===== config.mk =====
export PLATFORM = sky130hd
export DESIGN_NAME = vga_capture_flat
export DESIGN_NICKNAME = d
export VERILOG_FILES = /design/src/rtl/vga_capture_pkg.sv /design/src/rtl/vga_capture_if.sv /design/src/rtl/capture_ram.sv /design/src/rtl/vga_capture.sv /design/src/flat_wrapper.sv
export SDC_FILE = /design/constraint.sdc
export NUM_CORES = 2
export LEC_CHECK = 0
export ABC_AREA = 1
export BUFFER_PORTS_ARGS = -buffer_cell sky130_fd_sc_hd__buf_2
export CORE_MARGIN = 10
export CORE_UTILIZATION = 50
export DETAILED_ROUTE_END_ITERATION = 8
export PLACE_DENSITY_LB_ADDON = 0.12
export SYNTH_ARGS = -nofsm -noshare
export SYNTH_HDL_FRONTEND = slang
export SYNTH_SLANG_ARGS = --single-unit

===== constraint.sdc =====
create_clock -name CLOCK_50 -period 16.64 [get_ports CLOCK_50]
set_clock_uncertainty 0.15 [all_clocks]
set_input_delay 0 -clock CLOCK_50 [delete_from_list [all_inputs] [get_ports CLOCK_50]]
set_output_delay 0 -clock CLOCK_50 [all_outputs]
set_load 0.01 [all_outputs]

===== src/rtl/vga_capture_pkg.sv =====
// Shared constants, FSM state type and small helpers for the vga_capture monitor.
// The CRC helper is used only when VGA_CAPTURE_CRC_EN is defined.
package vga_capture_pkg;

   localparam int H_ACTIVE = 640;
   localparam int V_ACTIVE = 480;
   localparam int CELL_W   = 20;
   localparam int CELL_H   = 15;
   localparam int GRID     = 32;
   localparam int SAMPLE_X = 10;
   localparam int SAMPLE_Y = 7;

   localparam logic [15:0] CRC_POLY = 16'h1021;
   localparam logic [15:0] CRC_INIT = 16'hFFFF;

   typedef enum logic [1:0] {
      IDLE,
      ARMED,
      CAPTURE
   } cap_state_e;

   function automatic logic [9:0] sat_inc10(input logic [9:0] v);
      return (v == 10'h3FF) ? v : v + 10'd1;
   endfunction

   // One MSB-first CRC-16-CCITT step over a single data bit.
   function automatic logic [15:0] crc16_bit(input logic [15:0] crc, input logic bit_in);
      logic fb;
      fb = crc[15] ^ bit_in;
      return {crc[14:0], 1'b0} ^ (fb ? CRC_POLY : 16'h0000);
   endfunction

endpackage


===== src/rtl/vga_capture_if.sv =====
// Control/readback bus of vga_capture; frame_crc exists only when
// VGA_CAPTURE_CRC_EN is defined.
interface vga_capture_if;

   logic        arm;
   logic [15:0] rd_addr;
   logic [7:0]  rd_data;
   logic        busy;
   logic        frame_done;
   logic [15:0] frames;
   logic        line_err;
`ifdef VGA_CAPTURE_CRC_EN
   logic [15:0] frame_crc;
`endif

   modport master (
      output arm, rd_addr,
      input  rd_data, busy, frame_done, frames, line_err
`ifdef VGA_CAPTURE_CRC_EN
      , frame_crc
`endif
   );

   modport slave (
      input  arm, rd_addr,
      output rd_data, busy, frame_done, frames, line_err
`ifdef VGA_CAPTURE_CRC_EN
      , frame_crc
`endif
   );

endinterface


===== src/rtl/capture_ram.sv =====
// 1024x1 simple dual-port cell memory: one write port, one registered read port,
// both on CLOCK_50.
module capture_ram (
   input  logic       CLOCK_50,
   input  logic       we_i,
   input  logic [9:0] waddr_i,
   input  logic       wdata_i,
   input  logic [9:0] raddr_i,
   output logic       rdata_o
);

   logic mem_q [0:1023];

   // NOTE: the array has no reset so it maps onto block RAM; contents survive reset.
   always_ff @(posedge CLOCK_50) begin
      if (we_i) mem_q[waddr_i] <= wdata_i;
      rdata_o <= mem_q[raddr_i];
   end

endmodule


===== src/rtl/vga_capture.sv =====
// Rebuilds the 32x32 character-cell screen from the VGA raster by sampling each
// cell centre into capture_ram. Optional frame CRC: define VGA_CAPTURE_CRC_EN.
module vga_capture #(
   parameter logic [15:0] BASE_ADDR = 16'h0200,
   parameter int          H_ACTIVE  = vga_capture_pkg::H_ACTIVE,
   parameter int          V_ACTIVE  = vga_capture_pkg::V_ACTIVE,
   parameter int          CELL_W    = vga_capture_pkg::CELL_W,
   parameter int          CELL_H    = vga_capture_pkg::CELL_H,
   parameter int          SAMPLE_X  = vga_capture_pkg::SAMPLE_X,
   parameter int          SAMPLE_Y  = vga_capture_pkg::SAMPLE_Y
) (
   input  logic         CLOCK_50,
   input  logic         reset,
   input  logic         VGA_CLK,
   input  logic         VGA_HS,
   input  logic         VGA_VS,
   input  logic         VGA_BLANK,
   input  logic [9:0]   VGA_R,
   input  logic [9:0]   VGA_G,
   input  logic [9:0]   VGA_B,
   vga_capture_if.slave bus
);
   import vga_capture_pkg::*;

   localparam logic [4:0] CX_LAST   = 5'(CELL_W - 1);
   localparam logic [4:0] CY_LAST   = 5'(CELL_H - 1);
   localparam logic [4:0] CX_SAMPLE = 5'(SAMPLE_X);
   localparam logic [4:0] CY_SAMPLE = 5'(SAMPLE_Y);
   localparam logic [4:0] CELL_LAST = 5'(GRID - 1);
   localparam logic [9:0] H_EXPECT  = 10'(H_ACTIVE);
   localparam logic [9:0] V_EXPECT  = 10'(V_ACTIVE);

   cap_state_e  state_q, state_d;
   logic        vga_clk_q, blank_q, vs_q;
   logic [4:0]  cx_q, cx_d, col_q, col_d, cy_q, cy_d, row_q, row_d;
   logic [9:0]  px_cnt_q, px_cnt_d, ln_cnt_q, ln_cnt_d;
   logic        line_err_q, line_err_d;
   logic [15:0] frames_q, frames_d;
   logic        frame_done_q, frame_done_d;
   logic        we_q, we_d, wdata_q, wdata_d;
   logic [9:0]  waddr_q, waddr_d;
   logic        in_range_q, ram_rdata;
   logic [15:0] rd_off;
   logic        pix, active_pix, blank_fall, vs_fall;
   logic        unused_hs;

   assign unused_hs  = VGA_HS;
   assign pix        = VGA_CLK & ~vga_clk_q;
   assign active_pix = pix & VGA_BLANK;
   assign blank_fall = blank_q & ~VGA_BLANK;
   assign vs_fall    = vs_q & ~VGA_VS;

   // NOTE: every _d gets its default first, so no path leaves a latch behind.
   always_comb begin
      state_d      = state_q;
      cx_d         = cx_q;
      col_d        = col_q;
      cy_d         = cy_q;
      row_d        = row_q;
      px_cnt_d     = px_cnt_q;
      ln_cnt_d     = ln_cnt_q;
      line_err_d   = line_err_q;
      frames_d     = frames_q;
      frame_done_d = 1'b0;
      we_d         = 1'b0;
      waddr_d      = waddr_q;
      wdata_d      = wdata_q;

      if (blank_fall) begin
         cx_d     = '0;
         col_d    = '0;
         px_cnt_d = '0;
      end else if (active_pix) begin
         px_cnt_d = sat_inc10(px_cnt_q);
         if (cx_q == CX_LAST) begin
            cx_d = '0;
            if (col_q != CELL_LAST) col_d = col_q + 5'd1;
         end else begin
            cx_d = cx_q + 5'd1;
         end
      end

      if (vs_fall) begin
         cy_d     = '0;
         row_d    = '0;
         ln_cnt_d = '0;
      end else if (blank_fall) begin
         ln_cnt_d = sat_inc10(ln_cnt_q);
         if (cy_q == CY_LAST) begin
            cy_d = '0;
            if (row_q != CELL_LAST) row_d = row_q + 5'd1;
         end else begin
            cy_d = cy_q + 5'd1;
         end
      end

      if (state_q == CAPTURE && active_pix && cx_q == CX_SAMPLE && cy_q == CY_SAMPLE) begin
         we_d    = 1'b1;
         waddr_d = {row_q, col_q};
         wdata_d = |{VGA_R, VGA_G, VGA_B};
      end

      case (state_q)
         IDLE: begin
            if (bus.arm) begin
               state_d    = ARMED;
               line_err_d = 1'b0;
            end
         end
         ARMED: begin
            if (vs_fall) state_d = CAPTURE;
         end
         CAPTURE: begin
            if (blank_fall && px_cnt_q != H_EXPECT) line_err_d = 1'b1;
            if (vs_fall) begin
               if (ln_cnt_q != V_EXPECT) line_err_d = 1'b1;
               state_d      = IDLE;
               frame_done_d = 1'b1;
               frames_d     = frames_q + 16'd1;
            end
         end
         default: state_d = IDLE;
      endcase
   end

   // Addresses below the window wrap to large offsets, so one upper-bit test covers both bounds.
   assign rd_off = bus.rd_addr - BASE_ADDR;

   // NOTE: sequential state uses <= so every register sees pre-edge values.
   always_ff @(posedge CLOCK_50) begin
      if (reset) begin
         state_q      <= IDLE;
         vga_clk_q    <= 1'b0;
         blank_q      <= 1'b0;
         vs_q         <= 1'b0;
         cx_q         <= '0;
         col_q        <= '0;
         cy_q         <= '0;
         row_q        <= '0;
         px_cnt_q     <= '0;
         ln_cnt_q     <= '0;
         line_err_q   <= 1'b0;
         frames_q     <= '0;
         frame_done_q <= 1'b0;
         we_q         <= 1'b0;
         waddr_q      <= '0;
         wdata_q      <= 1'b0;
         in_range_q   <= 1'b0;
      end else begin
         state_q      <= state_d;
         vga_clk_q    <= VGA_CLK;
         blank_q      <= VGA_BLANK;
         vs_q         <= VGA_VS;
         cx_q         <= cx_d;
         col_q        <= col_d;
         cy_q         <= cy_d;
         row_q        <= row_d;
         px_cnt_q     <= px_cnt_d;
         ln_cnt_q     <= ln_cnt_d;
         line_err_q   <= line_err_d;
         frames_q     <= frames_d;
         frame_done_q <= frame_done_d;
         we_q         <= we_d;
         waddr_q      <= waddr_d;
         wdata_q      <= wdata_d;
         in_range_q   <= (rd_off[15:10] == 6'd0);
      end
   end

   capture_ram u_ram (
      .CLOCK_50 (CLOCK_50),
      .we_i     (we_q),
      .waddr_i  (waddr_q),
      .wdata_i  (wdata_q),
      .raddr_i  (rd_off[9:0]),
      .rdata_o  (ram_rdata)
   );

   assign bus.rd_data    = in_range_q ? {7'd0, ram_rdata} : 8'h00;
   assign bus.busy       = (state_q != IDLE);
   assign bus.frame_done = frame_done_q;
   assign bus.frames     = frames_q;
   assign bus.line_err   = line_err_q;

`ifdef VGA_CAPTURE_CRC_EN
   logic [15:0] crc_q, crc_d, frame_crc_q;

   always_comb begin
      crc_d = crc_q;
      if (state_q == ARMED && vs_fall) crc_d = CRC_INIT;
      else if (we_q)                   crc_d = crc16_bit(crc_q, wdata_q);
   end

   always_ff @(posedge CLOCK_50) begin
      if (reset) begin
         crc_q       <= '0;
         frame_crc_q <= '0;
      end else begin
         crc_q <= crc_d;
         if (frame_done_d) frame_crc_q <= crc_d;
      end
   end

   assign bus.frame_crc = frame_crc_q;
`endif

endmodule


===== src/flat_wrapper.sv =====
// flat-port wrapper written by rule: the top's interface ports become plain ports
module vga_capture_flat import vga_capture_pkg::*;
#(
   parameter logic [15:0] BASE_ADDR = 16'h0200,
   parameter int          H_ACTIVE  = vga_capture_pkg::H_ACTIVE,
   parameter int          V_ACTIVE  = vga_capture_pkg::V_ACTIVE,
   parameter int          CELL_W    = vga_capture_pkg::CELL_W,
   parameter int          CELL_H    = vga_capture_pkg::CELL_H,
   parameter int          SAMPLE_X  = vga_capture_pkg::SAMPLE_X,
   parameter int          SAMPLE_Y  = vga_capture_pkg::SAMPLE_Y
)
  (CLOCK_50, reset, VGA_CLK, VGA_HS, VGA_VS, VGA_BLANK, VGA_R, VGA_G, VGA_B, bus_arm, bus_rd_addr, bus_rd_data, bus_busy, bus_frame_done, bus_frames, bus_line_err);
  vga_capture_if bus_i ();
  input  logic CLOCK_50;
  input  logic reset;
  input  logic VGA_CLK;
  input  logic VGA_HS;
  input  logic VGA_VS;
  input  logic VGA_BLANK;
  input  logic [9:0] VGA_R;
  input  logic [9:0] VGA_G;
  input  logic [9:0] VGA_B;
  input wire logic [$bits(bus_i.arm)-1:0] bus_arm;
  input wire logic [$bits(bus_i.rd_addr)-1:0] bus_rd_addr;
  output wire logic [$bits(bus_i.rd_data)-1:0] bus_rd_data;
  output wire logic [$bits(bus_i.busy)-1:0] bus_busy;
  output wire logic [$bits(bus_i.frame_done)-1:0] bus_frame_done;
  output wire logic [$bits(bus_i.frames)-1:0] bus_frames;
  output wire logic [$bits(bus_i.line_err)-1:0] bus_line_err;
  assign bus_i.arm = bus_arm;
  assign bus_i.rd_addr = bus_rd_addr;
  assign bus_rd_data = bus_i.rd_data;
  assign bus_busy = bus_i.busy;
  assign bus_frame_done = bus_i.frame_done;
  assign bus_frames = bus_i.frames;
  assign bus_line_err = bus_i.line_err;
  vga_capture #(.BASE_ADDR(BASE_ADDR), .H_ACTIVE(H_ACTIVE), .V_ACTIVE(V_ACTIVE), .CELL_W(CELL_W), .CELL_H(CELL_H), .SAMPLE_X(SAMPLE_X), .SAMPLE_Y(SAMPLE_Y)) u_core (.CLOCK_50(CLOCK_50), .reset(reset), .VGA_CLK(VGA_CLK), .VGA_HS(VGA_HS), .VGA_VS(VGA_VS), .VGA_BLANK(VGA_BLANK), .VGA_R(VGA_R), .VGA_G(VGA_G), .VGA_B(VGA_B), .bus(bus_i));
endmodule

==> out/qor.csv <==
stage;metric;value;unit
logic_synthesis;seq_area_frac_synth;64.8;%
layout;nFillCells;8786;
logic_synthesis;synth_warnings;0;
pwr;p_int;0.00459;W
timing;whs;0.105;ns
floorplanning;start_util;50.5;%
pwr;power-per-cell-area;108;nW/µm²
pwr;switchingPower;0.00129;W
pwr;ir_drop;0.0802;mV
clock_tree;numCtsBuffers;118;
timing;finalSetupViolCount;0;
timing;fmax;0.203;GHz
clock_tree;root_buffer;clkbuf_16;
timing;slew_headroom;15.4;%
logic_synthesis;yosysMostFrequentCell;nand2_1;
timing;worst_pin_slew;1.26;ns
critical_path;critPathKind;primary input to register;
layout;drive_gt1_share;6.96;%
critical_path;path_common_cell;nand3_1;
logic_synthesis;synth_commonest_cells;nand2_1 (1,152), nor2_1 (1,084), nand3_1 (1,029);
detailed_routing;wl_met2;67000;µm
critical_path;cp_slowest_cell;buf_4;
layout;syn2layout_area_growth;9.42;%
detailed_routing;drc;0;
clock_tree;cts_tree;yes;
logic_synthesis;synthTopCellsByArea;edfxtp_1 (62%), nand3_1 (10%), nand2_1 (8.7%);
critical_path;crit_arrival;5.36;ns
floorplanning;rows;115;
pwr;p_leak;17.7;nW
clock_tree;max-clock-path-buffers;3;
run;cap_violations;0;
global_route;grt_max_degree;302;
floorplanning;dieArea;113000;µm²
layout;nNetsFinal;5074;
detailed_routing;dr.pass1.iters;7;
placed_design;pre_cts_ws;12.09;ns
detailed_routing;via_per_inst;5.75;
placed_design;gp_congestion;0.796;
floorplanning;coreArea;98600;µm²
logic_synthesis;async_flop_share;0;%
pwr;p_clk_share;44.4;%
timing;drv_slew;0;
pwr;p_comb_share;4.9;%
worst_hold_path;timing.hold.worst.class;primary input to register;
logic_synthesis;syn_inst;5133;
placed_design;dp_cells;6145;
layout;diodes;0;
clock_tree;cts_sinks;1101;
critical_path;path_delay_family;buffers and inverters;
global_route;grt_pass1_vias;35000;
critical_path;startpoint_type;primary input;
detailed_routing;top_layer;met5;
clock_tree;path_clk_slew;0.06;ns
global_route;gr-usage-all-layers;24.6;%
logic_synthesis;synth.avg_cell_area;9.70;µm²
clock_tree;clk_latency;0.71;ns
detailed_routing;drtAntennaViolNets;0;
timing;tns;0;ns
timing;fin_crit;4.94;ns
logic_synthesis;ys.flop_type;edfxtp_1;
critical_path;critical_path_buf_inv_count;6;
run_status;status;finished, final reports clean;
timing;hold_viol;0;
logic_synthesis;ys_seq_elements;1101;
detailed_routing;first_iter_violations;3904;
logic_synthesis;synth_cell_types;45;
timing;min_period_over_period;29.7;%
critical_path;worstPathRequired;17.07;ns
global_route;antenna_found_initial;2;
detailed_routing;wirelength_met1;59100;µm
detailed_routing;wl_met3;11700;µm
critical_path;max_stage_delay;0.92;ns
logic_synthesis;synth_top_cell_by_area;edfxtp_1;
pwr;power_frac_seq;50.7;%
floorplanning;fp.dieH;336;µm
floorplanning;die_w;336;µm
layout;fin_cells;6388;
timing;fin_ws;11.70;ns
critical_path;path_cells;buf_8 > inv_8 > buf_4 > buf_4 > nand3_1 > nand3_1 > nand3_1 > nand3_1 > nand3_1 > nand3_1 > nand2_1 > nand2_1 > nand3_1 > nand3_1 > dlygate4sd3_1 > nand2_1 > dlygate4sd3_1;
layout;multi_input_area;15100;µm²
timing;rsz0062_at_grt;no;
detailed_routing;wl_per_cell;22.2;µm
placed_design;port_buffers;71;
critical_path;crit_path_end_kind;register;
logic_synthesis;synth.top_cell.area_share;61.7;%
detailed_routing;wirelength;142000;µm
floorplanning;io_pins;80;
clock_tree;htreeDepth;3;
placed_design;dpl.hpwl;69000;µm
layout;regArea;32300;µm²
logic_synthesis;synth_edf_count;1024;
critical_path;critPathMaxFanout;115;
global_route;gr-total-overflow;0;
detailed_routing;vias;36700;
pwr;switching_share;22.0;%
logic_synthesis;syn-cell-area;49800;µm²
global_route;grt_pass1_wl;213000;µm
logic make-up after synthesis:
kind of cell | after synthesis | synth area share, %
AND/OR/NAND/NOR | 3356 | 28.4
flip-flops | 1101 | 64.8
buffers and inverters | 546 | 5.14
AO/OA/AOI/OAI | 106 | 1.16
adder cells (fa/ha/maj) | 14 | 0.352
XOR/XNOR | 9 | 0.158
other | 1 | 0.00753
flip-flops by register name, indices dropped and copies added, names as in the netlist:
signal,count
u_core.u_ram.mem_q,1024
u_core.bus.frames,16
u_core.ln_cnt_q,10
u_core.px_cnt_q,10
u_core.waddr_q,10
u_core.col_q,5
u_core.cx_q,5
u_core.cy_q,5
u_core.row_q,5
u_core.state_q,2
u_core.blank_q,1
u_core.bus.frame_done,1
u_core.bus.line_err,1
u_core.in_range_q,1
u_core.u_ram.rdata_o,1
u_core.vga_clk_q,1
u_core.vs_q,1
u_core.wdata_q,1
u_core.we_q,1
metrics by stage:
step | cell area (µm²) | util (%) | total power, W
5_1_grt | 54500 | 55.3 | 0.00604
2_1_floorplan | 49800 | - | 0.00324
3_3_place_gp | 50400 | 51.2 | 0.00332
4_1_cts | 54500 | 55.3 | 0.00590
6_report | 54500 | 55.3 | 0.00588
3_5_place_dp | 50400 | 51.2 | 0.00332
routing by layer:
| metal | GRT usage [%] | vias to the layer above |
|---|---|---|
| li1 | - | 17100 |
| met1 | 33.0 | 18000 |
| met2 | 41.0 | 1452 |
| met3 | 3.63 | 227 |
| met4 | 7.83 | 4 |
| met5 | 0 | - |
placed cells by master, fill, tap and decap left out, types with 3 or more instances in the layout:
cell type,synthesis,routed
nand2_2,1,23
bufinv_16,0,12
nand2_1,1152,1130
nand4_1,21,21
nor2_1,1084,1084
clkinvlp_4,0,3
inv_6,1,3
dlygate4sd3_1,0,29
edfxtp_1,1024,1024
clkbuf_16,0,122
dfxtp_1,77,76
clkbuf_1,190,35
clkinv_1,2,25
ha_1,14,14
buf_12,0,3
buf_2,132,67
inv_2,6,5
nor4_1,11,11
nand3b_1,3,3
nand3_2,1,4
clkinv_2,0,14
o21ai_0,40,40
o21a_1,4,4
nor3_1,38,38
nand3_1,1029,1026
buf_4,41,77
conb_1,1,7
nor3b_1,4,4
xor2_1,8,8
inv_1,106,104
a21oi_1,51,51
path summary, 6_finish.rpt:
| check | slack, ns | start | cells past startpoint | to |
|---|---|---|---|---|
| max | 11.70 | bus_rd_addr[1] | 17 | u_core.u_ram.rdata_o |
| min | 0.11 | reset | 3 | u_core.we_q |
| max reg2reg | 13.31 | u_core.u_ram.mem_q[35] | 14 | u_core.u_ram.rdata_o |
| min reg2reg | 0.32 | u_core.bus.frames[15] | 2 | u_core.bus.frames[15] |
tightest hold or removal path, cell delays in order:
cell	delay, ns
dlygate4sd3_1	0.54
buf_2	0.25
nor2_1	0.14
area by class of cell:
class / instances / share of cell area (%)
Sequential cell: 1101 / 59.3
Multi-Input combinational cell: 3492 / 27.6
Timing Repair Buffer: 179 / 2.39
Clock inverter: 56 / 1.07
Clock buffer: 158 / 5.87
Inverter: 115 / 0.847
Tap cell: 1287 / 2.95
power groups by stage:
stage | Combinational [W] | Sequential (W) | Clock [W]
floorplan | 0.000204 | 0.00304 | 0
detailed placement | 0.000283 | 0.00304 | 0
global placement | 0.000281 | 0.00304 | 0
finish | 0.000291 | 0.00298 | 0.00261
CTS | 0.000289 | 0.00298 | 0.00263
global route | 0.000321 | 0.00298 | 0.00274
repair_timing:
action                                  4_1_cts  5_1_grt
endpoints found under the hold margin        54        0
endpoints found under the setup margin        0        0
gates resized for setup                       0        0
setup buffers                                 0        0
hold buffers                                 29        0
(Power assumes the default switching activity.)
